<file path="src/rtl/fifo_read_streamer_if.sv">
// fifo_read_streamer_if
//   Bundles the two handshakes the read streamer sits between: the read
//   side of a synchronous FIFO and the downstream valid/ready stream.
//   master : the streamer (drives fifo_r_en, m_valid, m_data)
//   slave  : the FIFO/sink environment (drives fifo_empty, fifo_dout, m_ready)
// Signals
//   fifo_empty  FIFO empty flag
//   fifo_r_en   FIFO read strobe
//   fifo_dout   FIFO read data, valid one cycle after fifo_r_en
//   m_valid     output word valid
//   m_data      output word
//   m_ready     downstream accepts m_data when m_valid & m_ready
interface fifo_read_streamer_if #(
  parameter int DATA_WIDTH = 8
);
  logic                  fifo_empty;
  logic                  fifo_r_en;
  logic [DATA_WIDTH-1:0] fifo_dout;
  logic                  m_valid;
  logic [DATA_WIDTH-1:0] m_data;
  logic                  m_ready;

  modport master (
    input  fifo_empty, fifo_dout, m_ready,
    output fifo_r_en, m_valid, m_data
  );

  modport slave (
    output fifo_empty, fifo_dout, m_ready,
    input  fifo_r_en, m_valid, m_data
  );
endinterface

</file>
<file path="src/rtl/fifo_read_streamer.sv">
// fifo_read_streamer
//   Read-side master for a synchronous FIFO. Issues reads whenever data is
//   available and there is room, absorbs the FIFO's one-cycle read latency
//   in a 2-entry output buffer and presents the words on a valid/ready
//   stream, counting every word accepted downstream.
// Ports
//   clk       rising-edge clock
//   rst       synchronous reset, active-high
//   en        1 = stream FIFO contents, 0 = stop issuing reads
//   bus       fifo_read_streamer_if.master (FIFO read side + output stream)
//   rd_count  words accepted downstream since reset (wraps)
//   busy      state not IDLE, a read outstanding, or buffer non-empty
module fifo_read_streamer #(
  parameter int DATA_WIDTH = 8,
  parameter int CNT_WIDTH  = 16
) (
  input  logic                 clk,
  input  logic                 rst,
  input  logic                 en,
  fifo_read_streamer_if.master bus,
  output logic [CNT_WIDTH-1:0] rd_count,
  output logic                 busy
);

  typedef enum logic [1:0] {
    IDLE  = 2'd0,
    RUN   = 2'd1,
    FLUSH = 2'd2
  } state_t;

  state_t                r_state;
  state_t                w_nextState;
  logic [1:0]            r_bufCnt;
  logic                  r_pend;
  logic [DATA_WIDTH-1:0] r_buf0;
  logic [DATA_WIDTH-1:0] r_buf1;
  logic [CNT_WIDTH-1:0]  r_rdCount;
  logic                  w_run;
  logic                  w_pop;
  logic [2:0]            w_level;

  // State register
  always_ff @(posedge clk) begin
    if (rst) begin
      r_state <= IDLE;
    end else begin
      r_state <= w_nextState;
    end
  end

  // Next-state logic. FLUSH waits only for the last issued read to return;
  // the buffer keeps draining in every state.
  always_comb begin
    w_nextState = r_state;
    case (r_state)
      IDLE:    if (en) w_nextState = RUN;
      RUN:     if (!en) w_nextState = FLUSH;
      FLUSH: begin
        if (en) begin
          w_nextState = RUN;
        end else if (!r_pend) begin
          w_nextState = IDLE;
        end
      end
      default: w_nextState = IDLE;
    endcase
  end

  // State-derived outputs
  always_comb begin
    w_run = (r_state == RUN);
    busy  = (r_state != IDLE) | r_pend | (r_bufCnt != 2'd0);
  end

  assign w_pop = bus.m_valid & bus.m_ready;

  // Occupancy the buffer will have once the outstanding read lands and this
  // cycle's pop leaves. Taking the pop into account makes m_ready reach
  // fifo_r_en combinationally, which is what sustains one word per clock.
  assign w_level = {1'b0, r_bufCnt} + {2'b00, r_pend} - {2'b00, w_pop};

  assign bus.fifo_r_en = ~rst & w_run & ~bus.fifo_empty & (w_level < 3'd2);
  assign bus.m_valid   = (r_bufCnt != 2'd0);
  assign bus.m_data    = r_buf0;
  assign rd_count      = r_rdCount;

  // Output buffer: r_buf0 is the head. A word returns the cycle after its
  // read (r_pend); clearing r_pend in reset discards whatever the FIFO
  // presents the cycle after reset.
  always_ff @(posedge clk) begin
    if (rst) begin
      r_pend   <= 1'b0;
      r_bufCnt <= 2'd0;
      r_buf0   <= '0;
      r_buf1   <= '0;
    end else begin
      r_pend <= bus.fifo_r_en;
      case ({r_pend, w_pop})
        2'b01: begin
          r_buf0   <= r_buf1;
          r_bufCnt <= r_bufCnt - 2'd1;
        end
        2'b10: begin
          if (r_bufCnt == 2'd0) begin
            r_buf0 <= bus.fifo_dout;
          end else begin
            r_buf1 <= bus.fifo_dout;
          end
          r_bufCnt <= r_bufCnt + 2'd1;
        end
        2'b11: begin
          if (r_bufCnt == 2'd1) begin
            r_buf0 <= bus.fifo_dout;
          end else begin
            r_buf0 <= r_buf1;
            r_buf1 <= bus.fifo_dout;
          end
        end
        default: begin
        end
      endcase
    end
  end

  // Delivered-word counter, wraps naturally
  always_ff @(posedge clk) begin
    if (rst) begin
      r_rdCount <= '0;
    end else if (w_pop) begin
      r_rdCount <= r_rdCount + 1'b1;
    end
  end

  // The issue rule must keep a returning word from landing in a full buffer
  noOverflow: assert property (@(posedge clk) disable iff (rst)
    !(r_pend && !w_pop && (r_bufCnt == 2'd2)));

endmodule

</file>
<file path="src/flat_wrapper.sv">
// flat-port wrapper written by rule: the top's interface ports become plain ports
module fifo_read_streamer_flat 
#(
  parameter int DATA_WIDTH = 8,
  parameter int CNT_WIDTH  = 16
)
  (clk, rst, en, rd_count, busy, bus_fifo_empty, bus_fifo_dout, bus_m_ready, bus_fifo_r_en, bus_m_valid, bus_m_data);
  fifo_read_streamer_if #(.DATA_WIDTH(DATA_WIDTH)) bus_i ();
  input  logic clk;
  input  logic rst;
  input  logic en;
  output logic [CNT_WIDTH-1:0] rd_count;
  output logic busy;
  input wire logic [$bits(bus_i.fifo_empty)-1:0] bus_fifo_empty;
  input wire logic [$bits(bus_i.fifo_dout)-1:0] bus_fifo_dout;
  input wire logic [$bits(bus_i.m_ready)-1:0] bus_m_ready;
  output wire logic [$bits(bus_i.fifo_r_en)-1:0] bus_fifo_r_en;
  output wire logic [$bits(bus_i.m_valid)-1:0] bus_m_valid;
  output wire logic [$bits(bus_i.m_data)-1:0] bus_m_data;
  assign bus_i.fifo_empty = bus_fifo_empty;
  assign bus_i.fifo_dout = bus_fifo_dout;
  assign bus_i.m_ready = bus_m_ready;
  assign bus_fifo_r_en = bus_i.fifo_r_en;
  assign bus_m_valid = bus_i.m_valid;
  assign bus_m_data = bus_i.m_data;
  fifo_read_streamer #(.DATA_WIDTH(DATA_WIDTH), .CNT_WIDTH(CNT_WIDTH)) u_core (.clk(clk), .rst(rst), .en(en), .bus(bus_i), .rd_count(rd_count), .busy(busy));
endmodule
</file>
<file path="config.mk">
export PLATFORM = sky130hd
export DESIGN_NAME = fifo_read_streamer_flat
export DESIGN_NICKNAME = d
export VERILOG_FILES = /design/src/rtl/fifo_read_streamer_if.sv /design/src/rtl/fifo_read_streamer.sv /design/src/flat_wrapper.sv
export SDC_FILE = /design/constraint.sdc
export NUM_CORES = 1
export LEC_CHECK = 0
export ABC_AREA = 1
export CAP_MARGIN = 0
export CORE_ASPECT_RATIO = 0.6
export CORE_MARGIN = 3
export CORE_UTILIZATION = 55
export DETAILED_ROUTE_END_ITERATION = 10
export GPL_TIMING_DRIVEN = 1
export PLACE_DENSITY = 0.85
export SYNTH_ARGS = -nofsm -noshare
export SYNTH_HDL_FRONTEND = slang
export SYNTH_SLANG_ARGS = --single-unit
</file>
<file path="constraint.sdc">
create_clock -name clk -period 6.4 [get_ports clk]
set_input_delay 0.96 -clock clk [delete_from_list [all_inputs] [get_ports clk]]
set_output_delay 0.96 -clock clk [all_outputs]
set_load 0.03 [all_outputs]
</file>
* After elaboration in Yosys (flattened, before gate mapping)
Index checks and enable logic that the tools add are counted.
** Operators by class
- Add/sub/neg operators :: 5
- Order comparisons :: 1
- Equality and inequality tests :: 12
- Muxes and demuxes :: 12
- Bitwise gates (word level) :: 8
- Reductions and logical operators :: 10
** Operators with widths (count)
- 2-to-1 mux 8 bit :: 4
- one-hot mux 8 bit (3 select lines) :: 1
- adder 16 x 1 -> 16 bit (second input constant) :: 1
- one-hot mux 8 bit (2 select lines) :: 1
- 2-to-1 mux 2 bit :: 4
- != test 2 bit (second input constant) :: 4
- nonzero test 2 bit :: 4
- == test 2 x 1 -> 1 bit (second input constant) :: 3
- == test 2 bit (second input constant) :: 3
- one-hot mux 2 bit (3 select lines) :: 1
- AND reduction 3 bit :: 2
- AND 1 bit :: 4
- logical NOT 2 bit :: 2
- one-hot mux 2 bit (2 select lines) :: 1
- adder 2 x 1 -> 3 bit :: 1
- < comparator 3 x 2 -> 1 bit (second input constant) :: 1
- != test 3 bit (second input constant) :: 1
- nonzero test 3 bit :: 1
- subtractor 3 x 1 -> 3 bit :: 1
- adder 2 x 1 -> 2 bit (second input constant) :: 1
- != test 2 x 1 -> 1 bit (second input constant) :: 1
- inverter 1 bit :: 2
- OR 1 bit :: 2
- AND reduction 2 bit :: 1
- subtractor 2 x 1 -> 2 bit (second input constant) :: 1
** Storage, ports and cells
- Flip-flop bits (word level) :: 37
- Input bits :: 13
- Output and inout bits :: 27
- Word-level logic and storage cells :: 54

* Logic depth before layout (Yosys ltp)
- Word-level depth :: 5
- Mapped depth :: 12

* Worst setup path before layout
No wires, ideal clock.
- Kind :: input port to output port
- From :: input bus_m_ready
- To :: output bus_fifo_r_en
- Arrival time :: 2.862 ns
- Setup slack :: 2.578 ns
- Cell stages on the path :: 6
- Buffers on the path :: 0
- Cell sequence :: nand2_4 > nor2_1 > o21ai_0 > fa_1 > nand2_1 > nor4_1
** Between the ends
- Cells in the longest elaborated chain, start to end :: 4
** Ends and longest elaborated chain
- from (decl) :: RTL line flat_wrapper.sv:16 : input wire logic [$bits(bus_i.m_ready)-1:0] bus_m_ready;
- AND 1 bit :: RTL line fifo_read_streamer.sv:75 : assign w_pop = bus.m_valid & bus.m_ready;
- subtractor 3 x 1 -> 3 bit :: RTL line fifo_read_streamer.sv:80 : assign w_level = {1'b0, r_bufCnt} + {2'b00, r_pend} - {2'b00, w_pop};
- < comparator 3 x 2 -> 1 bit :: RTL line fifo_read_streamer.sv:82 : assign bus.fifo_r_en = ~rst & w_run & ~bus.fifo_empty & (w_level < 3'd2);
- AND 1 bit :: RTL line fifo_read_streamer.sv:82
- to (decl) :: RTL line flat_wrapper.sv:17 : output wire logic [$bits(bus_i.fifo_r_en)-1:0] bus_fifo_r_en;
Every way passes these cells.

* Worst setup path in the final report
Same ends and word-level chain as after synthesis.

==> results.sh <==
export IMPL_ant_nets=0
export IMPL_final_setup_skew_ns=0.00443
export IMPL_yosys_register_bits=37
export IMPL_finalHoldViolations=0
export IMPL_hpwlAfterDp_um=3530
export IMPL_area_delta_synth_final_pct=25.4
export IMPL_clkLatencyLatePin_ns=0.29
export IMPL_endpoint="bus_fifo_r_en"
export IMPL_yosys_area_top_type="dfxtp_1"
export IMPL_cts_made_buffers=5
export IMPL_htreeDepth=2
export IMPL_cts_resized=0
export IMPL_drtPass1Iterations=4
export IMPL_p_per_area_nw_per_um2=297
export IMPL_rsz0062_at_grt="no"
export IMPL_async_reset_ff_share_pct=0
export IMPL_drc=0
export IMPL_start_kind="primary input"
export IMPL_num_antenna_cells=0
export IMPL_fin_area_sq_um=2420
export IMPL_cts_path_max_buffers=2
export IMPL_drt_wl_total_um=4890
export IMPL_vdd_ir_drop_max_uv=202
export IMPL_worst_slew_pin_slew_ns=0.772
export IMPL_ys_types=33
export IMPL_power_leakage_nw=0.911
export IMPL_syn_area_per_cell_sq_um=7.08
export IMPL_coreArea_sq_um=3100
export IMPL_fmax_ghz=0.223
export IMPL_start_util_pct=62.4
export IMPL_ys_seq_area_share_pct=38.3
export IMPL_fin_setup_tns_ns=0
export IMPL_yosysTopAreaCellShare_pct=38.3
export IMPL_holdWs_ns=0.493
export IMPL_fp_dieH_um=51.9
export IMPL_rr_endpoint="u_core.r_buf1[5]$_SDFFE_PP0P_"
export IMPL_synthFlopType="dfxtp_1"
export IMPL_r2r_slack_ns=3.75
export IMPL_core_rowCount=15
export IMPL_drive_gt1_share_pct=5.77
export IMPL_overflow=0
export IMPL_placed_cell_area_sq_um=2340
export IMPL_grt_pass1_wl_um=8240
export IMPL_status="complete, no violations"
export IMPL_place_inst=347
export IMPL_io_pins=40
export IMPL_hold_path_class="reg2reg"
export IMPL_clkSinkCount=37
export IMPL_critPathCaptureType="primary output"
export IMPL_via_per_inst=5.42
export IMPL_yosysMostFrequentCell="nand2_1"
export IMPL_gp_congestion=0.840
export IMPL_ys_warn_count=0
export IMPL_cp_max_fo=7
export IMPL_rr_worst_depth=10
export IMPL_period_share_pct=70.1
export IMPL_nets=330
export IMPL_critical_path_arrival_ns=3.52
export IMPL_clockRootBuffer="clkbuf_8"
export IMPL_synth_area_leaders="dfxtp_1 (38%), nand2_1 (9.3%), o21ai_0 (9.1%), nor2_1 (8.5%), inv_1 (6.0%)"
export IMPL_synth_common_cells="nand2_1 (48), nor2_1 (44), dfxtp_1 (37)"
export IMPL_synth_edf_count=0
export IMPL_finalSetupViolations=0
export IMPL_port_buffers=39
export IMPL_min_period_ns=4.48
export IMPL_cap_viol_max_count=0
export IMPL_synth_nets=291
export IMPL_critPathRequiredTime_ns=5.44
export IMPL_grt_usage_pct=25.7
export IMPL_vias=1917
export IMPL_pre_cts_ws_ns=1.93
export IMPL_finalNonFillerCells=354
export IMPL_cts_tree="done"
export IMPL_total_power_mw=0.720
export IMPL_cts_setup_buffers=0
export IMPL_timing_rr_start="u_core.r_bufCnt[1]$_SDFFE_PP0P_"
export IMPL_grt_max_degree=29
export IMPL_die_area_sq_um=4290
export IMPL_drtIter0Drc=124
export IMPL_grt_pass1_vias=1755
export IMPL_routedWlPerCell_um=13.8
export IMPL_clkTransAtPathRegs_ns=0.07
export IMPL_netlist_area_sq_um=1930
export IMPL_postSynthCellCount=273
export IMPL_drv_slew=0
export IMPL_cp_startpoint="bus_m_ready"
export IMPL_final_util_pct=78.3
export IMPL_grt_antenna_before_repair=0
export IMPL_layout_setup_ws_ns=1.92
export IMPL_critical_path_class="in2out"
export IMPL_cts_hold_buffers=0
export IMPL_fp_dieW_um=82.5
export IMPL_slew_headroom_pct=48.5
cells in the final DEF, fill, tap and decap left out:
cell	n
nor4_1	3
clkbuf_1	1
xor2_1	3
nand2_4	2
nor3b_1	1
nand4_1	5
inv_1	31
nor2_4	1
fa_1	1
a31oi_1	8
nand2_1	48
clkdlybuf4s50_1	39
nor2_8	1
clkinv_4	1
a21oi_1	6
dfxtp_1	37
inv_2	2
o21bai_1	2
nand3_1	13
o21ai_4	1
o21ai_0	35
nor3_1	2
nor2_2	2
xnor2_1	1
a21boi_0	8
ha_1	4
nand2_2	1
clkinv_1	1
clkbuf_8	6
nor2_1	44
nand3b_1	1
o21ai_2	1
cell families (layout without fill, tap and decap cells):
| kind of cell | Yosys count | count (layout) | share of synthesized area [%] |
|---|---|---|---|
| flip-flops | 37 | 37 | 38.3 |
| buffers and inverters | 42 | 81 | 9.00 |
| AO/OA/AOI/OAI | 61 | 61 | 18.4 |
| XOR/XNOR | 4 | 4 | 1.81 |
| AND/OR/NAND/NOR | 124 | 124 | 28.9 |
| adder cells (fa/ha/maj) | 5 | 5 | 3.62 |
state kept, by name (all words and copies together) (netlist names):
register and cells:
u_core.bus.m_data 8, u_core.r_buf1 8, u_core.r_bufCnt 2, u_core.r_pend 1, u_core.r_state 2, u_core.rd_count 16
power breakdown:
| part | switching (mW) | leakage [nW] | internal, mW |
|---|---|---|---|
| clock | 0.0800 | 0.0443 | 0.0855 |
| sequential | 0.0205 | 0.300 | 0.259 |
| combinational | 0.173 | 0.566 | 0.102 |
| total | 0.273 | 0.911 | 0.447 |
routing by layer:
metal	share of wire, %	vias up	global-route usage, %
li1	-	967	-
met1	48	868	36.0
met2	43	73	37.9
met3	7.6	9	6.40
met4	1.4	0	9.51
met5	0	-	0
worst min path at each step:
stage                                      from                               end  slack, ns  cells after the start
4_1_cts        u_core.rd_count[11]$_SDFFE_PP0P_  u_core.rd_count[11]$_SDFFE_PP0P_       0.49                      2
2_1_floorplan    u_core.r_state[1]$_SDFFE_PP0P_          u_core.r_pend$_SDFF_PP0_       0.44                      1
5_1_grt        u_core.rd_count[11]$_SDFFE_PP0P_  u_core.rd_count[11]$_SDFFE_PP0P_       0.51                      2
6_report       u_core.rd_count[11]$_SDFFE_PP0P_  u_core.rd_count[11]$_SDFFE_PP0P_       0.49                      2
3_5_place_dp   u_core.rd_count[11]$_SDFFE_PP0P_  u_core.rd_count[11]$_SDFFE_PP0P_       0.48                      2
3_3_place_gp     u_core.r_state[1]$_SDFFE_PP0P_          u_core.r_pend$_SDFF_PP0_       0.47                      1
worst max-delay path, cell delays in order:
cell and delay [ns]:
clkdlybuf4s50_1 0.56, nand2_4 0.15, nor2_1 0.20, o21ai_0 0.15
fa_1 0.50, nand2_1 0.07, nor4_1 0.23, clkdlybuf4s50_1 0.71
area by class of cell:
type,count,area [sq um]
multi-input cells,194,1020
flip-flops and latches,37,741
fillers,247,672
repair buffers,39,390
inverters,35,136
clock buffers,7,86.3
well taps,42,52.6
Power figures use the tool's default switching activity.
==> RTL edit: new RTL, same settings <==
`DATA_WIDTH` is set to 8 in 3 places; all go to 12.
--- a/src/rtl/fifo_read_streamer_if.sv
+++ b/src/rtl/fifo_read_streamer_if.sv
@@ -12,5 +12,5 @@
 //   m_ready     downstream accepts m_data when m_valid & m_ready
 interface fifo_read_streamer_if #(
-  parameter int DATA_WIDTH = 8
+  parameter int DATA_WIDTH = 12
 );
   logic                  fifo_empty;
--- a/src/rtl/fifo_read_streamer.sv
+++ b/src/rtl/fifo_read_streamer.sv
@@ -12,5 +12,5 @@
 //   busy      state not IDLE, a read outstanding, or buffer non-empty
 module fifo_read_streamer #(
-  parameter int DATA_WIDTH = 8,
+  parameter int DATA_WIDTH = 12,
   parameter int CNT_WIDTH  = 16
 ) (
--- a/src/flat_wrapper.sv
+++ b/src/flat_wrapper.sv
@@ -2,5 +2,5 @@
 module fifo_read_streamer_flat 
 #(
-  parameter int DATA_WIDTH = 8,
+  parameter int DATA_WIDTH = 12,
   parameter int CNT_WIDTH  = 16
 )
Ports: changed (resized bus_fifo_dout and bus_m_data); port bits go from 40 to 48. The function was not compared with the original's and may differ.
==> RTL edit against the unedited design <==
Sequential cell count grew 8; total power rose by 50%; sequential power grew 34%; first-iteration DRC count grew 36%; synthesized area grew 29%; setup slack lost 0.088 ns; synthesized cell count increased by 45%; wire length is 23% higher; design area is 26% higher; critical path depth unchanged; register-to-register slack worse by 0.06 ns; critical path type unchanged; largest cell class unchanged.
==> RTL edit: results (changes against the unedited design) <==
Async S/R FF share, synth 0 (unchanged); Clock Skews 0.00442 ns (-0.00000911 ns); first-pass GRT wire length 10200 um (+24%); count of cell types in the netlist 26 (-21%); worst-path fanout max 10 (+3); Clk pin slew, worst setup/hold paths 0.09 ns (+0.02 ns); Pre-Repair DR Iteration Count 5 (+1); I/O Buffers 47 (+21%); worst-margin pin slew 1.06 ns (+0.284 ns); sequential element share of the synthesized area 0.361 (-0.0223); routability-driven placement congestion ratio 0.856 (+1.9%); routing usage on met2 0.366 (-0.0126); pin count of the biggest net entering global routing 39 (+34%); arrival time at the worst endpoint 3.61 ns (+0.09 ns); vias in the first global route 2246 (+28%); Peak VDD IR 0.266 mV (+32%); Vias/cell 5.13 (-5.4%); run status complete, no violations; Leak 1.37 nW (+50%); Hold Crit Depth 1 (-1); total wire length 6020 um (+23%); FF-to-FF setup slack 3.69 ns (-0.06 ns); Layout Nets 457 (+38%); reg2reg path depth 11 (+1); met1 Track Usage GR 0.335 (-0.0241); fillcell total 386 (+56%); share of layout cells above drive strength 1 0.0459 (-0.0118); syn nets 419 (+44%); met3 usage 0.0558 (-0.00824); most instantiated cells after synthesis nand2_1 (119), nor2_1 (78), dfxtp_1 (45), inv_1 (41), nand3_1 (38); Synth area leaders dfxtp_1 (36%), nand2_1 (18%), nor2_1 (12%); startpoint of the worst hold path u_core.r_state[1]$_SDFFE_PP0P_; Hold Path End u_core.r_pend$_SDFF_PP0_; placed wire-length estimate 4360 um (+23%); All-Layer GR Usage 0.235 (-0.0216); capture point of the worst reg-to-reg path u_core.r_buf1[6]$_SDFFE_PP0P_
[RTL edit: kinds of logic after synthesis]
group	after synthesis	synth area share
DFF	45	0.361
AOI/OAI and AO/OA	32	0.0642
xor gates and xnor gates	3	0.0105
buffers and inverters	60	0.104
adders and majority gates	5	0.0281
and+or+nand+nor	252	0.432
[RTL edit: cell type report]
type                            instances  area, sq um  share of cell area
Sequential cell                        45          901               0.294
Timing Repair Buffer                   47          470               0.153
Multi-Input combinational cell        292         1340               0.435
Clock buffer                            6         82.6              0.0269
Tap cell                               60         75.1              0.0245
Clock inverter                          2         37.5              0.0122
Inverter                               44          165              0.0539
[RTL edit: metrics by stage]
stage | hold WS, ns | area (sq um) | setup slack, ns | cells
after floorplan | 0.444 | 2500 | 2.59 | 397
after global placement | 0.485 | 2950 | 1.89 | 488
after detailed placement | 0.482 | 2950 | 1.86 | 488
after CTS | 0.502 | 3070 | 1.84 | 496
after global routing | 0.536 | 3070 | 1.64 | 496
final | 0.510 | 3070 | 1.83 | 496
[RTL edit: worst max-delay path by stage]
stage / slack, ns / cells after the start / start / end
2_1_floorplan: 2.59 / 6 / bus_m_ready / bus_fifo_r_en
3_3_place_gp: 1.89 / 8 / bus_m_ready / bus_fifo_r_en
3_5_place_dp: 1.86 / 8 / bus_m_ready / bus_fifo_r_en
4_1_cts: 1.84 / 8 / bus_m_ready / bus_fifo_r_en
5_1_grt: 1.64 / 9 / bus_m_ready / bus_fifo_r_en
6_report: 1.83 / 8 / bus_m_ready / bus_fifo_r_en
[RTL edit: power breakdown]
part	leakage (nW)	internal [W]	switching [W]
sequential	0.365	0.000334	0.0000408
clock	0.0574	0.000127	0.0000987
combinational	0.946	0.000177	0.000303
[RTL edit: routing by layer]
| metal | up-vias | wire, um |
|---|---|---|
| li1 | 1302 | - |
| met1 | 1172 | 3000 |
| met2 | 64 | 2630 |
| met3 | 4 | 357 |
| met4 | 0 | 35 |
| met5 | - | 0 |
[RTL edit: worst max-delay path: stages]
cell and delay (ns):
clkdlybuf4s50_1 0.60, nand2_4 0.15, nor2_1 0.19, o21ai_0 0.14, fa_1 0.50, nand2_1 0.07, nor4_1 0.27, clkdlybuf4s50_1 0.73
